[src/rtl/matram_row_collector_if.sv]
// Bus bundle between the MatRAM lane sequencer side, the row collector and
// the MAU compute datapath. The master drives read words and control
// strobes and consumes rows; the slave is the collector itself.
interface matram_row_collector_if #(
  parameter int WORD_W = 16
);
  logic                  mau_start;
  logic                  data_valid;
  logic [WORD_W-1:0]     data_in;
  logic                  row_ready;
  logic                  err_clear;
  logic [4*WORD_W-1:0]   row_data;
  logic                  row_valid;
  logic [1:0]            row_count;
  logic                  busy;
  logic                  overflow;
  logic                  short_burst;

  modport master (
    output mau_start, data_valid, data_in, row_ready, err_clear,
    input  row_data, row_valid, row_count, busy, overflow, short_burst
  );

  modport slave (
    input  mau_start, data_valid, data_in, row_ready, err_clear,
    output row_data, row_valid, row_count, busy, overflow, short_burst
  );
endinterface

[src/rtl/matram_row_collector.sv]
// Packs bursts of four MatRAM read words into 64-bit rows and buffers them
// in a 2-entry FIFO toward the MAU compute datapath. Sticky flags record
// rows dropped on a full FIFO and bursts restarted before completion.
module matram_row_collector #(
  parameter int WORD_W = 16,
  parameter int DEPTH  = 2
) (
  input  logic                  clk,
  input  logic                  reset,
  matram_row_collector_if.slave bus
);
  localparam int         ROW_W      = 4 * WORD_W;
  localparam logic [1:0] FULL_COUNT = 2'(DEPTH);

  // Burst packing state
  logic [1:0]        idx_reg, idx_next;
  logic [1:0]        wr_slot;
  logic              push_req;
  logic              short_set;
  logic [ROW_W-1:0]  push_row;

  // Row FIFO state
  logic [ROW_W-1:0]  mem_reg [DEPTH];
  logic              wr_ptr_reg, rd_ptr_reg;
  logic [1:0]        count_reg, count_next;
  logic              full;
  logic              pop;
  logic              push_ok;
  logic              drop;

  // Sticky error flags
  logic              overflow_reg, short_burst_reg;

  // Word index update, slot selection and row completion detection
  always_comb begin
    idx_next  = idx_reg;
    wr_slot   = idx_reg;
    push_req  = 1'b0;
    short_set = 1'b0;
    if (bus.mau_start) begin
      // A restart abandons any partial row; a word arriving with it is word 0.
      short_set = (idx_reg != 2'd0);
      wr_slot   = 2'd0;
      idx_next  = bus.data_valid ? 2'd1 : 2'd0;
    end else if (bus.data_valid) begin
      idx_next = idx_reg + 2'd1;
      push_req = (idx_reg == 2'd3);
    end
  end

  // Packing slots hold words 0..2; word 3 goes straight into the pushed row
  genvar gi;
  generate
    for (gi = 0; gi < 3; gi++) begin : g_slot
      logic [WORD_W-1:0] slot_reg;
      // Capture the incoming word when it targets this slot
      always_ff @(posedge clk) begin
        if (bus.data_valid && (wr_slot == 2'(gi))) begin
          slot_reg <= bus.data_in;
        end
      end
    end
  endgenerate

  assign push_row = {bus.data_in, g_slot[2].slot_reg, g_slot[1].slot_reg, g_slot[0].slot_reg};

  // FIFO handshake: a full FIFO still accepts a row if the head leaves this cycle
  always_comb begin
    full       = (count_reg == FULL_COUNT);
    pop        = (count_reg != 2'd0) && bus.row_ready;
    push_ok    = push_req && (!full || pop);
    drop       = push_req && !push_ok;
    count_next = count_reg;
    case ({push_ok, pop})
      2'b10:   count_next = count_reg + 2'd1;
      2'b01:   count_next = count_reg - 2'd1;
      default: count_next = count_reg;
    endcase
  end

  // FIFO storage write; contents are don't-care until pushed, so no reset
  always_ff @(posedge clk) begin
    if (push_ok) begin
      mem_reg[wr_ptr_reg] <= push_row;
    end
  end

  // Control state: word index, FIFO pointers and occupancy, sticky flags
  always_ff @(posedge clk or posedge reset) begin
    if (reset) begin
      idx_reg         <= 2'd0;
      wr_ptr_reg      <= 1'b0;
      rd_ptr_reg      <= 1'b0;
      count_reg       <= 2'd0;
      overflow_reg    <= 1'b0;
      short_burst_reg <= 1'b0;
    end else begin
      idx_reg   <= idx_next;
      count_reg <= count_next;
      if (push_ok) begin
        wr_ptr_reg <= ~wr_ptr_reg;
      end
      if (pop) begin
        rd_ptr_reg <= ~rd_ptr_reg;
      end
      // A new event in the same cycle as err_clear keeps the flag set.
      overflow_reg    <= drop      ? 1'b1 : (bus.err_clear ? 1'b0 : overflow_reg);
      short_burst_reg <= short_set ? 1'b1 : (bus.err_clear ? 1'b0 : short_burst_reg);
    end
  end

  assign bus.row_data    = mem_reg[rd_ptr_reg];
  assign bus.row_valid   = (count_reg != 2'd0);
  assign bus.row_count   = count_reg;
  assign bus.busy        = (idx_reg != 2'd0);
  assign bus.overflow    = overflow_reg;
  assign bus.short_burst = short_burst_reg;
endmodule
[src/flat_wrapper.sv]
// flat-port wrapper written by rule: the top's interface ports become plain ports
module matram_row_collector_flat 
#(
  parameter int WORD_W = 16,
  parameter int DEPTH  = 2
)
  (clk, reset, bus_mau_start, bus_data_valid, bus_data_in, bus_row_ready, bus_err_clear, bus_row_data, bus_row_valid, bus_row_count, bus_busy, bus_overflow, bus_short_burst);
  matram_row_collector_if #(.WORD_W(WORD_W)) bus_i ();
  input  logic clk;
  input  logic reset;
  input wire logic [$bits(bus_i.mau_start)-1:0] bus_mau_start;
  input wire logic [$bits(bus_i.data_valid)-1:0] bus_data_valid;
  input wire logic [$bits(bus_i.data_in)-1:0] bus_data_in;
  input wire logic [$bits(bus_i.row_ready)-1:0] bus_row_ready;
  input wire logic [$bits(bus_i.err_clear)-1:0] bus_err_clear;
  output wire logic [$bits(bus_i.row_data)-1:0] bus_row_data;
  output wire logic [$bits(bus_i.row_valid)-1:0] bus_row_valid;
  output wire logic [$bits(bus_i.row_count)-1:0] bus_row_count;
  output wire logic [$bits(bus_i.busy)-1:0] bus_busy;
  output wire logic [$bits(bus_i.overflow)-1:0] bus_overflow;
  output wire logic [$bits(bus_i.short_burst)-1:0] bus_short_burst;
  assign bus_i.mau_start = bus_mau_start;
  assign bus_i.data_valid = bus_data_valid;
  assign bus_i.data_in = bus_data_in;
  assign bus_i.row_ready = bus_row_ready;
  assign bus_i.err_clear = bus_err_clear;
  assign bus_row_data = bus_i.row_data;
  assign bus_row_valid = bus_i.row_valid;
  assign bus_row_count = bus_i.row_count;
  assign bus_busy = bus_i.busy;
  assign bus_overflow = bus_i.overflow;
  assign bus_short_burst = bus_i.short_burst;
  matram_row_collector #(.WORD_W(WORD_W), .DEPTH(DEPTH)) u_core (.clk(clk), .reset(reset), .bus(bus_i));
endmodule
[config.mk]
export PLATFORM = sky130hd
export DESIGN_NAME = matram_row_collector_flat
export DESIGN_NICKNAME = d
export VERILOG_FILES = /design/src/rtl/matram_row_collector_if.sv /design/src/rtl/matram_row_collector.sv /design/src/flat_wrapper.sv
export SDC_FILE = /design/constraint.sdc
export NUM_CORES = 1
export LEC_CHECK = 0
export ABC_AREA = 0
export ABC_CLOCK_PERIOD_IN_PS = 3600
export CORE_ASPECT_RATIO = 1.1
export CORE_MARGIN = 3
export CORE_UTILIZATION = 56
export DETAILED_ROUTE_END_ITERATION = 6
export DONT_BUFFER_PORTS = 1
export PLACE_DENSITY = 0.74
export SLEW_MARGIN = 20
export SYNTH_ARGS = -nofsm -noshare
export SYNTH_HDL_FRONTEND = slang
export SYNTH_SLANG_ARGS = --single-unit
[constraint.sdc]
create_clock -name clk -period 3.6 [get_ports clk]
set_input_delay 0.72 -clock clk [delete_from_list [all_inputs] [get_ports clk]]
set_output_delay 0.72 -clock clk [all_outputs]
set_load 0.005 [all_outputs]
==> results of run 1 <==
worst min path at each step:
| stage | end | cells past startpoint |
|---|---|---|
| floorplan | u_core.mem_reg[0][0] | 0 |
| global placement | u_core.mem_reg[0][23] | 0 |
| detailed placement | u_core.mem_reg[1][15] | 0 |
| CTS | u_core.idx_reg[1] | 1 |
| global route | u_core.idx_reg[1] | 1 |
| finish | u_core.wr_ptr_reg | 1 |
critical path, cell delays in order (launching register included):
cell     delay [ns]
dfrtp_2        0.81
buf_12         0.32
mux2_2         0.40
cell usage in the layout, fill, tap and decap left out, drive strengths merged:
cell type	instances
edfxtp	176
mux2	64
clkbuf	19
inv	10
dfrtp	8
buf	5
nor2	5
clkinv	5
xnor2	4
clkinvlp	4
ha	3
o22ai	2
and4	2
xor2	2
or3b	1
nand3b	1
mux2i	1
nand2b	1
or2	1
and2	1
o21a	1
nand2	1
bufinv	1
cells by family after synthesis:
logic type | synth area share, %
DFF | 84.23
and+or+nand+nor | 1.345
buffers and inverters | 1.518
adders and majority gates | 0.5764
AOI/OAI and AO/OA | 0.3074
muxes | 11.22
xor gates and xnor gates | 0.8069
final cells by class:
type	count	area share (%)
clock buffers	19	5.987
clock inverters	12	1.436
inverters	8	0.4153
multi-input cells	90	13.05
flip-flops and latches	184	75.88
well taps	147	2.544
repair buffers	5	0.6922
routing by layer:
layer	vias to the layer above	track usage [%]
li1	1162	-
met1	1291	18.95
met2	82	25.70
met3	18	6.287
met4	0	7.182
met5	-	0
metrics by stage:
stage                     TNS, ns  cell area, sq um  total power [mW]  worst slack [ns]  utilization (%)
after CTS                       0              7231             4.876            0.8699            64.79
after floorplan            -78.08              6513             3.109           -0.6100                -
after global routing            0              7231             5.027            0.8175            64.79
after global placement          0              6694             3.194             1.339            59.98
after detailed placement        0              6694             3.212             1.320            59.98
final                           0              7231             4.821            0.9088            64.79
power breakdown:
group          internal (mW)  leakage [nW]  switching [mW]
sequential              2.43          1.69           0.113
clock                  0.945         0.251           0.724
combinational          0.329         0.408           0.280
==> metrics.yaml, run 1 <==
status: "completed"
cp_max_fo: 38
dr.max_layer_used: "met4"
rows: 40
wirelength_mm: 9.659
yosys.area.top_type: "edfxtp_1"
skew_ns: 0.009416
path_clk_slew_ns: 0.06
ff_latch_area_sq_mm: 0.005487
synth_edf_count: 176
cts_buffers: 17
synthFlopType: "edfxtp_1"
dr.first_iter.drc_count: 92
initial_core_util_pct: 58.35
r2r_end: "u_core.mem_reg[1][16]"
wl_met3_um: 755
yosysWarnings: 0
whs_ns: 0.1481
end_kind: "output port"
antenna_left: 0
diodes: 0
io_pins: 92
dp.cells: 434
cts_buffer_depth: 2
grt_use_total_pct: 15.98
die_w_um: 108.8
arrival_ns: 1.97
wl_met1_mm: 3.790
synthArstFlopShare_pct: 4.348
synth-seq-cells: 184
stdcell_count: 465
r2r_setup_slack_ns: 1.79
largest_reg_flops: 128
grt_overflow: 0
cts.sinks: 184
coreArea_sq_mm: 0.01116
netlist_instances: 289
grt_pass1_vias: 2761
worst_r2r_path_depth: 5
finalSetupViolCount: 0
clk_latency_ns: 0.41
maxCapViolations: 0
cts_root_buf: "clkbuf_16"
syn_to_final_growth_pct: 11.03
peakVddDrop_mv: 0.4047
vias: 2553
syn_avg_cell_area_sq_um: 22.53
rsz0062_at_grt: "false"
criticalPathCategory: "flip-flop to output port"
wl_met2_mm: 4.938
slew_headroom_pct: 29.66
ys_seq_area_share_pct: 84.23
via_per_inst: 5.490
grt_pass1_wl_mm: 14.98
drc: 0
powerDensity_mw_per_mm2: 666.8
ys_top_cells_by_count: "edfxtp_1 (176), mux2_2 (64), dfrtp_1 (8), inv_1 (8)"
yosysUniqueCellTypes: 21
nNetsFinal: 331
leakagePower_nw: 2.351
postCtsSetupRepairBufs: 0
htree_levels: 4
place.gp.congestion: 0.7033
yosysTopAreaCellShare_pct: 81.15
tightest_slew_ns: 1.055
nFillCells: 764
finalHoldViolCount: 0
ys_top_cells_by_area: "edfxtp_1 (81%), mux2_2 (11%), dfrtp_1 (3.1%)"
netlist_area_sq_mm: 0.006512
hold_buffers: 0
cp.required_ns: 2.88
cts_resized: 0
hp-class: "input port to asynchronous set/reset pin"
r2r-start: "u_core.idx_reg[0]"
grt_max_degree: 39
hpwl_mm: 5.783
yosys.cell_count.top_type: "edfxtp_1"
period_minus_slack_ns: 2.691
die_height_um: 119.1
avgRoutedWirePerCell_um: 20.77
antenna_found_initial: 0
firstDrtPassIters: 4
syn_nets: 314
post-route-period-util_pct: 74.76
cts_tree: "built"
crit_end: "bus_row_data[14]"
maxSlewViolCount: 0
drive_above_1_share_pct: 32.39
fmax_ghz: 0.3716
portBuffers: 0
dieArea_sq_mm: 0.01296
critPathLaunchType: "flip-flop"
setup.worst_path.start: "u_core.rd_ptr_reg"
multi_input_area_sq_um: 943.4
(Power assumes the default switching activity.)
==> run 2: changes to the inputs <==
- ABC_CLOCK_PERIOD_IN_PS: 3600 -> 2450
- clock period: 3.6 -> 2.45 ns (I/O delays scaled with it)
==> metrics.yaml, run 2 (synthesis results as in run 1) <==
portBuffers: 0  # unchanged
maxSlewViolCount: 0  # unchanged
clk_latency_ns: 0.42  # about the same
peakVddDrop_mv: 0.5357  # +32%
layout_common_cells: "edfxtp_1 (176), mux2_2 (64), clkbuf_16 (17), inv_1 (8), dfrtp_1 (7)"
setup.worst_path.start: "u_core.rd_ptr_reg"
cts_root_buf: "clkbuf_16"
whs_ns: 0.1308  # -0.01728 ns
final_common_cell: "edfxtp_1"
period_minus_slack_ns: 2.216
setup_ws_ns: 0.2343  # -0.6744 ns
hp-class: "input port to flip-flop"
arrival_ns: 1.73  # -0.24 ns
coreArea_sq_mm: 0.01116  # unchanged
die_w_um: 108.8  # unchanged
antenna_left: 0  # unchanged
io_pins: 92  # unchanged
post-route-period-util_pct: 90.44
cts_buffer_depth: 2  # unchanged
grt_overflow: 0  # unchanged
nNetsFinal: 334  # +0.91%
place.gp.congestion: 0.7067  # +0.48%
powerDensity_mw_per_mm2: 1003  # +50%
cts_tree: "built"
drive_above_1_share_pct: 34.16  # +1.8 points
finalSetupViolCount: 0  # unchanged
hpwl_mm: 5.838  # +0.95%
firstDrtPassIters: 4  # unchanged
finalHoldViolCount: 0  # unchanged
largest_reg_flops: 128  # unchanged
skew_ns: 0.005362  # -0.004053 ns
r2r-start: "u_core.idx_reg[0]"
rsz0062_at_grt: "false"
grt_use_total_pct: 16.64  # +0.67 points
critPathLaunchType: "flip-flop"
grt_pass1_wl_mm: 15.41  # +2.9%
path_clk_slew_ns: 0.07  # about the same
cp_max_fo: 28  # -26%
via_per_inst: 5.593  # +1.9%
post-place-ws_ns: 0.6548  # -0.6655 ns
diodes: 0  # unchanged
drc: 0  # unchanged
end_kind: "output port"
holdCritStartpoint: "bus_mau_start"
htree_levels: 4  # unchanged
tightest_slew_ns: 0.5791  # -0.4759 ns
cts_buffers: 17  # unchanged
fmax_ghz: 0.4513
criticalPathCategory: "flip-flop to output port"
leakagePower_nw: 2.412  # +2.6%
cp.required_ns: 1.96  # -0.92 ns
maxCapViolations: 0  # unchanged
rows: 40  # unchanged
dr.first_iter.drc_count: 128  # +39%
avgRoutedWirePerCell_um: 21.35  # +2.8%
cts_resized: 0  # unchanged
grt_pass1_vias: 2766  # +0.18%
antenna_found_initial: 0  # unchanged
die_height_um: 119.1  # unchanged
grt_max_degree: 65  # +67%
dieArea_sq_mm: 0.01296  # unchanged
syn_to_final_growth_pct: 12.83
power_mw: 7.367  # +53%
wirelength_mm: 10.01  # +3.6%
initial_core_util_pct: 58.35  # unchanged
vias: 2623  # +2.7%
cts.sinks: 184  # unchanged
status: "completed"
slew_headroom_pct: 61.39  # +32 points
==> run 2: stage by stage <==
| stage | utilization, % | TNS (ns) | area, sq um | std cells |
|---|---|---|---|---|
| final | 65.84 | 0 | 7348 | 469 |
| after global routing | 65.84 | 0 | 7348 | 469 |
| after CTS | 65.84 | 0 | 7348 | 469 |
| after detailed placement | 60.45 | 0 | 6746 | 436 |
| after global placement | 60.45 | 0 | 6746 | 436 |
| after floorplan | - | -57.68 | 6518 | 289 |
==> run 2: what timing repair did <==
item                       4_1_cts  5_1_grt
hold endpoints to repair         8        0
buffers inserted                 0        0
setup endpoints to repair        0        0
hold buffers                     1        0
==> run 2: final cells by class <==
class | count | area, sq um
Clock buffer | 17 | 425.4
Sequential cell | 184 | 5487
Tap cell | 147 | 183.9
Inverter | 8 | 30.03
Fill cell | 718 | 3812
Timing Repair Buffer | 8 | 112.6
Clock inverter | 15 | 166.4
Multi-Input combinational cell | 90 | 943.4
==> run 2: path summary, 6_finish.rpt <==
path | endpoint | slack [ns] | cells after the start
max in group asynchronous | u_core.rd_ptr_reg | 1.71 | 2
worst max register to register | u_core.mem_reg[0][55] | 0.70 | 5
worst min-delay path | u_core.idx_reg[1] | 0.13 | 1
worst max-delay path | bus_row_data[15] | 0.23 | 2
worst min register to register | u_core.mem_reg[1][24] | 0.45 | 0
min in group asynchronous | u_core.bus.overflow | 0.48 | 2
==> run 2: critical path, cell delays in order (launching register included) <==
cell and delay, ns:
dfrtp_2 0.65, buf_12 0.26, mux2_2 0.39
==> run 2: routing by layer <==
metal	vias up	share of wire [%]	GRT usage, %
met1	1360	41	20.57
met3	8	7.3	7.317
met5	-	0	0
met2	85	51	26.04
met4	0	1.1	6.156
li1	1170	-	-
==> run 2: power by group <==
group | total, mW | internal (mW) | leakage [nW] | switching, mW
Sequential | 3.71 | 3.57 | 1.69 | 0.139
Combinational | 0.980 | 0.520 | 0.432 | 0.460
Clock | 2.68 | 1.53 | 0.287 | 1.15
==> run 3: changes to the inputs <==
- CORE_UTILIZATION: 56 -> 49
- DONT_BUFFER_PORTS: 1 -> unset
- PLACE_DENSITY: 0.74 -> 0.76
==> metrics.yaml, run 3 (synthesis results as in run 1) <==
largest_reg_flops: 128  # unchanged
cp.required_ns: 1.96  # about the same
tightest_slew_ns: 0.3220  # -0.2572 ns
grt_max_degree: 39  # -40%
cts.sinks: 184  # unchanged
die_w_um: 115.9  # +6.5%
period_minus_slack_ns: 2.451  # +0.2354 ns
status: "finished with violations"
skew_ns: 0.03163  # +0.02627 ns
avgRoutedWirePerCell_um: 18.85  # -12%
via_per_inst: 5.103  # -8.8%
hpwl_mm: 6.461  # +11%
rows: 43  # +7.5%
initial_core_util_pct: 50.86  # -7.5 points
firstDrtPassIters: 4  # unchanged
setup_ws_ns: -0.001029  # -0.2354 ns
cts_root_buf: "clkbuf_16"
peakVddDrop_mv: 0.8887  # +66%
end_kind: "output port"
cts_tree: "built"
critPathLaunchType: "flip-flop"
place.gp.congestion: 0.6853  # -3.0%
criticalPathCategory: "flip-flop to output port"
switching_share_pct: 22.00  # -1.8 points
fmax_ghz: 0.4080  # -9.6%
path_clk_slew_ns: 0.07  # about the same
portBuffers: 91  # +91
nNetsFinal: 426  # +28%
hp-class: "input port to asynchronous set/reset pin"
grt_pass1_vias: 3169  # +15%
maxSlewViolCount: 0  # unchanged
syn_to_final_growth_pct: 28.78
final_core_util_pct: 65.50  # -0.34 points
grt_overflow: 0  # unchanged
die_height_um: 126.9  # +6.6%
grt_pass1_wl_mm: 16.64  # +8.0%
seqPwrFrac_pct: 44.4  # -5.9 points
stdcell_count: 571  # +22%
dieArea_sq_mm: 0.01471  # +14%
violations: "negative setup slack"
powerDensity_mw_per_mm2: 979.7  # -2.3%
leakagePower_nw: 2.932  # +22%
power_mw: 8.216  # +12%
finalHoldViolCount: 0  # unchanged
arrival_ns: 1.96  # +0.23 ns
finalSetupViolCount: 2  # +2
combinationalPowerShare_pct: 20.0  # +6.7 points
post-route-period-util_pct: 100.0  # +9.6 points
post-place-ws_ns: 0.2793  # -0.3755 ns
drive_above_1_share_pct: 26.57  # -7.6 points
cts_buffer_depth: 2  # unchanged
layout_common_cells: "edfxtp_1 (176), clkdlybuf4s50_1 (74), mux2_2 (62), clkbuf_16 (17), dlymetal6s2s_1 (13)"
antenna_left: 0  # unchanged
clock_power_share_pct: 35.5  # -0.9 points
io_pins: 92  # unchanged
htree_levels: 4  # unchanged
dp.cells: 539  # +24%
slew_headroom_pct: 78.51  # +17 points
diodes: 0  # unchanged
drc: 0  # unchanged
maxCapViolations: 0  # unchanged
switchingPower_mw: 1.807  # +3.2%
coreArea_sq_mm: 0.01280  # +15%
antenna_found_initial: 0  # unchanged
p_int_mw: 6.409  # +14%
grt_use_total_pct: 15.32  # -1.3 points
dr.first_iter.drc_count: 194  # +52%
vias: 2914  # +11%
cts_buffers: 17  # unchanged
cp_max_fo: 38  # +36%
postCtsSetupRepairBufs: 0  # unchanged
final_common_cell: "edfxtp_1"
rsz0062_at_grt: "true"
wirelength_mm: 10.76  # +7.5%
clk_latency_ns: 0.43  # about the same
## run 3: cell count changes in the layout (fill, tap and decap cells not counted), moves of 2 or more
cell             previous run  this run
bufinv_16                   2         5
clkdlybuf4s50_1             0        74
dlygate4sd2_1               0         4
dlymetal6s2s_1              0        13
inv_6                       6         3
mux2_2                     64        62
mux2_4                      0         2
## run 3: through the flow
stage	cell area [sq um]	TNS (ns)	hold WS, ns
6_report	8387	-0.002047	0.3045
5_1_grt	8387	-1.191	0.3448
4_1_cts	8354	-0.1736	0.3147
3_5_place_dp	7697	0	0.4290
3_3_place_gp	7697	0	0.4228
2_1_floorplan	6518	-57.68	0.3057
## run 3: area by class of cell
cell class                      instances  area [sq um]
Clock buffer                           18         429.2
Clock inverter                         14         217.7
Fill cell                             836          4418
Inverter                                8         30.03
Multi-Input combinational cell         90         950.9
Sequential cell                       184          5487
Tap cell                              157         196.4
Timing Repair Buffer                  100          1076
## run 3: power groups by stage
stage	clock network, mW	logic (mW)	registers, mW
finish	2.92	1.65	3.65
global route	3.09	1.77	3.66
detailed placement	0	1.68	3.71
floorplan	0	0.883	3.69
CTS	2.97	1.70	3.65
global placement	0	1.67	3.70
## run 3: timing repair
action | CTS | global route
hold buffers | 0 | 0
endpoints found under the hold margin | 0 | 0
resized for setup | 8 | 13
setup endpoints to repair | 30 | 60
## run 3: worst max-delay path: stages, from the launching register on
cell and delay (ns):
dfrtp_2 0.43, buf_12 0.25, mux2_2 0.38, clkdlybuf4s50_1 0.45
## run 3: per-layer routing
metal | track usage (%) | vias to the layer above | wire length, um
met5 | 0 | - | 0
met4 | 5.324 | 0 | 85
met3 | 5.153 | 6 | 576
met2 | 24.45 | 71 | 5528
met1 | 19.77 | 1480 | 4572
li1 | - | 1357 | -
## run 3: path summary, 6_finish.rpt
path,start,end,slack [ns],cells after the start
min reg2reg,u_core.g_slot[1].slot_reg[9],u_core.mem_reg[1][25],0.44,0
min,reset,u_core.bus.row_count[0],0.30,2
max reg2reg,u_core.bus.row_count[0],u_core.bus.row_count[1],0.81,5
max,u_core.rd_ptr_reg,bus_row_data[20],-0.001,3
min in group clk,u_core.g_slot[1].slot_reg[9],u_core.mem_reg[1][25],0.44,0
max in group asynchronous,reset,u_core.rd_ptr_reg,1.89,2
